==> config.mk <==
export PLATFORM = sky130hd
export DESIGN_NAME = line_mem_arbiter
export DESIGN_NICKNAME = d
export VERILOG_FILES = /design/src/rtl/line_mem_arbiter.sv
export SDC_FILE = /design/constraint.sdc
export NUM_CORES = 2
export LEC_CHECK = 0
export CORE_AREA = 8 8 381 383
export CTS_CLUSTER_DIAMETER = 60
export DETAILED_ROUTE_END_ITERATION = 16
export DIE_AREA = 0 0 389 391
export PLACE_DENSITY = 0.48
export SYNTH_ARGS = -nofsm -noshare
export SYNTH_HDL_FRONTEND = slang
export SYNTH_SLANG_ARGS = --single-unit
==> constraint.sdc <==
create_clock -name clk -period 2.5 [get_ports clk]
set_input_delay 0.5 -clock clk [delete_from_list [all_inputs] [get_ports clk]]
set_output_delay 0.5 -clock clk [all_outputs]
set_load 0.005 [all_outputs]
==> src/rtl/line_mem_arbiter.sv <==
// line_mem_arbiter: shares one 64-bit burst memory port between the icache and
// the dcache. Each 256-bit line transfer becomes a 4-beat burst. A local line
// buffer collects read beats or serialises a writeback line.
module line_mem_arbiter #(
    parameter int LINE_W = 256,
    parameter int BEAT_W = 64,
    parameter int ADDR_W = 32
) (
    input  logic              clk,
    input  logic              rst,

    // icache side
    input  logic              i_read,
    input  logic [ADDR_W-1:0] i_addr,
    output logic [LINE_W-1:0] i_rdata,
    output logic              i_resp,

    // dcache side
    input  logic              d_read,
    input  logic              d_write,
    input  logic [ADDR_W-1:0] d_addr,
    input  logic [LINE_W-1:0] d_wdata,
    output logic [LINE_W-1:0] d_rdata,
    output logic              d_resp,

    // burst memory side
    output logic              mem_read,
    output logic              mem_write,
    output logic [ADDR_W-1:0] mem_addr,
    output logic [BEAT_W-1:0] mem_wdata,
    input  logic [BEAT_W-1:0] mem_rdata,
    input  logic              mem_resp
);

    localparam int BEATS = LINE_W / BEAT_W;
    localparam int CNT_W = $clog2(BEATS);
    localparam int OFF_W = $clog2(LINE_W / 8);
    localparam logic [CNT_W-1:0]  LAST_BEAT = CNT_W'(BEATS - 1);
    // Clears the byte offset within a line so bursts are always line aligned.
    localparam logic [ADDR_W-1:0] LINE_MASK = ~ADDR_W'((1 << OFF_W) - 1);

    typedef enum logic [2:0] {
        IDLE,
        D_WR,
        D_RD,
        I_RD,
        DONE
    } state_t;

    state_t              state_reg;
    state_t              state_next;

    logic [CNT_W-1:0]    cnt_reg;
    logic [CNT_W-1:0]    cnt_next;
    logic [LINE_W-1:0]   line_reg;
    logic [LINE_W-1:0]   line_next;
    logic [ADDR_W-1:0]   addr_reg;
    logic [ADDR_W-1:0]   addr_next;
    logic                owner_reg;     // 0 = icache, 1 = dcache
    logic                owner_next;
    logic [LINE_W-1:0]   i_rdata_reg;
    logic [LINE_W-1:0]   i_rdata_next;
    logic [LINE_W-1:0]   d_rdata_reg;
    logic [LINE_W-1:0]   d_rdata_next;

    // Control strobes produced by the FSM and consumed by the datapath.
    logic                grant;
    logic                grant_d;
    logic                grant_wr;
    logic                in_burst;
    logic                beat_ack;
    logic                rd_beat;
    logic                last_beat;

    // Per-beat view of the line buffer, used to select the outgoing write beat.
    logic [BEAT_W-1:0]   line_beat [BEATS];

    // Beat handshake qualifiers: mem_resp only counts while a burst is in flight.
    assign in_burst  = (state_reg == D_WR) || (state_reg == D_RD) || (state_reg == I_RD);
    assign beat_ack  = mem_resp && in_burst;
    assign rd_beat   = beat_ack && (state_reg != D_WR);
    assign last_beat = beat_ack && (cnt_reg == LAST_BEAT);

    // FSM state register.
    always_ff @(posedge clk) begin
        if (rst) begin
            state_reg <= IDLE;
        end else begin
            state_reg <= state_next;
        end
    end

    // FSM next-state, arbitration and handshake outputs.
    always_comb begin
        state_next = state_reg;
        grant      = 1'b0;
        grant_d    = 1'b0;
        grant_wr   = 1'b0;
        mem_read   = 1'b0;
        mem_write  = 1'b0;
        i_resp     = 1'b0;
        d_resp     = 1'b0;

        case (state_reg)
            IDLE: begin
                // Fixed priority: dcache writeback, dcache read, icache read.
                // A simultaneous d_read/d_write is served as a writeback.
                if (d_write) begin
                    state_next = D_WR;
                    grant      = 1'b1;
                    grant_d    = 1'b1;
                    grant_wr   = 1'b1;
                end else if (d_read) begin
                    state_next = D_RD;
                    grant      = 1'b1;
                    grant_d    = 1'b1;
                end else if (i_read) begin
                    state_next = I_RD;
                    grant      = 1'b1;
                end
            end

            D_WR: begin
                mem_write = 1'b1;
                if (last_beat) begin
                    state_next = DONE;
                end
            end

            D_RD, I_RD: begin
                mem_read = 1'b1;
                if (last_beat) begin
                    state_next = DONE;
                end
            end

            DONE: begin
                // Requests are deliberately not sampled here; the requester
                // needs this cycle to drop its request after seeing resp.
                d_resp     = owner_reg;
                i_resp     = ~owner_reg;
                state_next = IDLE;
            end

            default: begin
                state_next = IDLE;
            end
        endcase
    end

    // Line buffer slices: a writeback grant loads the whole line, each read
    // beat overwrites only the slice selected by the beat counter.
    for (genvar gi = 0; gi < BEATS; gi++) begin : g_beat
        assign line_beat[gi] = line_reg[gi*BEAT_W +: BEAT_W];
        assign line_next[gi*BEAT_W +: BEAT_W] =
            grant_wr                                  ? d_wdata[gi*BEAT_W +: BEAT_W] :
            (rd_beat && (cnt_reg == CNT_W'(gi)))      ? mem_rdata :
                                                        line_reg[gi*BEAT_W +: BEAT_W];
    end

    // Counter, address, owner and returned-line next-state logic.
    always_comb begin
        cnt_next     = cnt_reg;
        addr_next    = addr_reg;
        owner_next   = owner_reg;
        i_rdata_next = i_rdata_reg;
        d_rdata_next = d_rdata_reg;

        if (grant) begin
            cnt_next   = '0;
            owner_next = grant_d;
            addr_next  = (grant_d ? d_addr : i_addr) & LINE_MASK;
        end else if (beat_ack) begin
            // Natural wrap 3 -> 0 coincides with the last beat of the burst.
            cnt_next = cnt_reg + 1'b1;
        end

        // Capture the completed line into the owner's return register so it
        // is valid during DONE while the other requester's line is untouched.
        if (last_beat) begin
            if (owner_reg) begin
                d_rdata_next = line_next;
            end else begin
                i_rdata_next = line_next;
            end
        end
    end

    // Datapath registers.
    always_ff @(posedge clk) begin
        if (rst) begin
            cnt_reg     <= '0;
            line_reg    <= '0;
            addr_reg    <= '0;
            owner_reg   <= 1'b0;
            i_rdata_reg <= '0;
            d_rdata_reg <= '0;
        end else begin
            cnt_reg     <= cnt_next;
            line_reg    <= line_next;
            addr_reg    <= addr_next;
            owner_reg   <= owner_next;
            i_rdata_reg <= i_rdata_next;
            d_rdata_reg <= d_rdata_next;
        end
    end

    // Outgoing write beat follows the counter combinationally; zero otherwise.
    always_comb begin
        mem_wdata = '0;
        if (state_reg == D_WR) begin
            mem_wdata = line_beat[cnt_reg];
        end
    end

    assign mem_addr = addr_reg;
    assign i_rdata  = i_rdata_reg;
    assign d_rdata  = d_rdata_reg;

endmodule

==> results.ini <==
[grt]
grt_start_max_net_pins=112
grt_usage_pct=22.1
grt_pass1_wl_um=250000
antenna_found_initial=19
grt_pass1_vias=32682
overflow=0

[pwr]
leakage_nw=19.2
power_frac_comb_pct=23.7
vdd_drop_max_mv=0.616
power_mw=38.4
internal-power_mw=26.6
p_per_area_mw_per_mm2=693
switching_share_pct=30.9
clockPowerShare_pct=39.4
p_switching_mw=11.9
seqPwrFrac_pct=36.8

[worst_setup_path]
arrival_ns=2.41
crit_slowest_cell=mux4_2
reg2reg_from=cnt_reg[0]
crit_type=register to primary output
path_cells=buf_12 > buf_16 > buf_12 > mux4_2 > and3_4 > buf_6
crit_top_cell=buf_12
reg2reg_depth=13
slowest_delay_ns=0.50
cp_max_fo=7
cp-start-kind=register
reg2reg_slack_ns=0
worstSetupEndpointType=primary output
crit_required_ns=2.00
r2r-end=d_rdata[146]

[cts]
cts_max_level=3
cts.path.max_buffers=3
clk_latency_ns=0.72
clk_pin_slew_ns=0.06
numCtsBuffers=101
cts_root_buf=clkbuf_16
cts_tree=built
cts.sinks=801

[min_path]
hold_end=d_rdata[201]
whs_path_depth=2
min_from=rst
hp-class=input port to register

[die]
fp.dieW_um=389
die-area_mm2=0.152
num_rows=137
die_h_um=391
core_region_area_mm2=0.139
io_pins=1002
start_util_pct=24.9

[outcome]
status=finished with violations
violations=setup timing

[detailed_routing]
vias=32436
routedWlPerCell_um=29.1
dr.pass1.iters=6
via_per_inst=5.14
drt_iter0_drc=2021
drc_errors=0
antenna_violating_nets_post_route=0
wl_um=184000

[place]
pre_cts_ws_ns=-0.135
io_buffers=986
numPlacedInstances=6022
gp_congestion=0.845
dpl_cell_area_mm2=0.0483
hpwlAfterDp_um=131000

[synth]
yosysWarnings=0
yosysSeqAreaShare_pct=46.5
syn_area_mm2=0.0345
synth_area_per_cell_um2=10.5
synth_top_area_cell=dfxtp_1
ys_types=35
synth-seq-cells=801
synthTopCellsByArea=dfxtp_1 46%, a211oi_1 11%, a211oi_2 11%
syn_inst=3283
synth_edf_count=0
synth_ff_type=dfxtp_1
synth_top_area_share_pct=46.5
ys_async_sr_fraction_pct=0

[run]
cap_violations=0

[timing]
relSlewSlack_pct=51.3
rsz0062_at_grt=true
fmax_ghz=0.344
finalSetupViolCount=65
hold_viol=0
period_needed_ns=2.91
worst_hold_slack_ns=0.147
worst_slew_pin_slew_ns=0.731
skew_ns=0.0492
drv_slew=0
fin_ws_ns=-0.406
finalCritPeriodShare_pct=116

[layout]
drive_gt1_share_pct=29.8
layout_commonest_cell=clkdlybuf4s50_1
layout.cells.non_filler=6314
fin_area_mm2=0.0555
syn_to_final_growth_pct=60.8
mostFrequentLayoutCells=915 x clkdlybuf4s50_1, 798 x dfxtp_1, 540 x a21oi_1
final_nets=4807

## power groups by stage
stage / Sequential [mW] / Clock, mW / Combinational (mW)
2_1_floorplan: 14.1 / 0 / 4.43
3_3_place_gp: 14.3 / 0 / 7.95
3_5_place_dp: 14.3 / 0 / 7.96
4_1_cts: 14.1 / 15.4 / 8.92
5_1_grt: 14.2 / 16.0 / 9.60
6_report: 14.2 / 15.2 / 9.12
## area by class of cell
type | count | area (um^2)
repair buffers | 1427 | 15500
flip-flops and latches | 801 | 16000
multi-input cells | 2077 | 18200
clock buffers | 143 | 2910
fillers | 13616 | 83400
inverters | 5 | 21.3
diodes | 13 | 32.5
well taps | 1807 | 2260
clock inverters | 41 | 529
## how the worst max path moves through the flow
| stage | from | end | slack [ns] | cells after the start |
|---|---|---|---|---|
| 2_1_floorplan | cnt_reg[0] | d_rdata[191] | 0.28 | 9 |
| 3_3_place_gp | mem_resp | i_rdata[50] | -0.12 | 6 |
| 3_5_place_dp | mem_resp | i_rdata[50] | -0.13 | 6 |
| 4_1_cts | cnt_reg[0] | mem_wdata[55] | -0.50 | 6 |
| 5_1_grt | cnt_reg[0] | mem_wdata[55] | -0.50 | 6 |
| 6_report | cnt_reg[0] | mem_wdata[55] | -0.41 | 6 |
## synthesized netlist by cell type (5+ instances only)
master	number
buf_2	83
buf_1	17
a211oi_2	295
inv_1	5
or4b_2	27
o21ai_0	32
nor2_1	258
buf_6	69
mux2i_1	256
a211oi_1	500
buf_4	25
dfxtp_1	801
a21oi_1	544
and3_1	65
mux4_2	64
clkbuf_1	209
## per-stage QoR
stage          utilization (%)  TNS (ns)
2_1_floorplan                -         0
3_3_place_gp              34.8     -1.65
3_5_place_dp              34.8     -2.59
4_1_cts                   38.8    -28.02
5_1_grt                   39.9    -26.54
6_report                  40.0    -20.12
## critical path, delay by kind of cell (launching register included)
kind	cells	cell delay, ns
DFF	1	0.40
buffers and inverters	4	0.57
and+or+nand+nor	1	0.20
muxes	1	0.50
## metal layers
metal	up-vias	part of all wire, %	global-route usage, %
met4	0	2.8	6.29
met5	-	0	0
met2	1093	48	36.7
met1	16332	42	27.5
met3	235	7.7	7.05
li1	14776	-	-
## cell families after synthesis
group	synth area share (%)
other cells	0.0109
simple gates	5.21
flops	46.5
fa+ha+maj	0.145
mux	11.6
buf+inv	6.53
compound gates	30.0
## repair_timing
action,4_1_cts,5_1_grt
endpoints found under the setup margin,74,699
setup buffers,46,34
hold buffers,0,0
resized for setup,626,176
pin swaps,32,23
gates cloned,8,19
No activity file was read; power rests on OpenSTA's default activity.
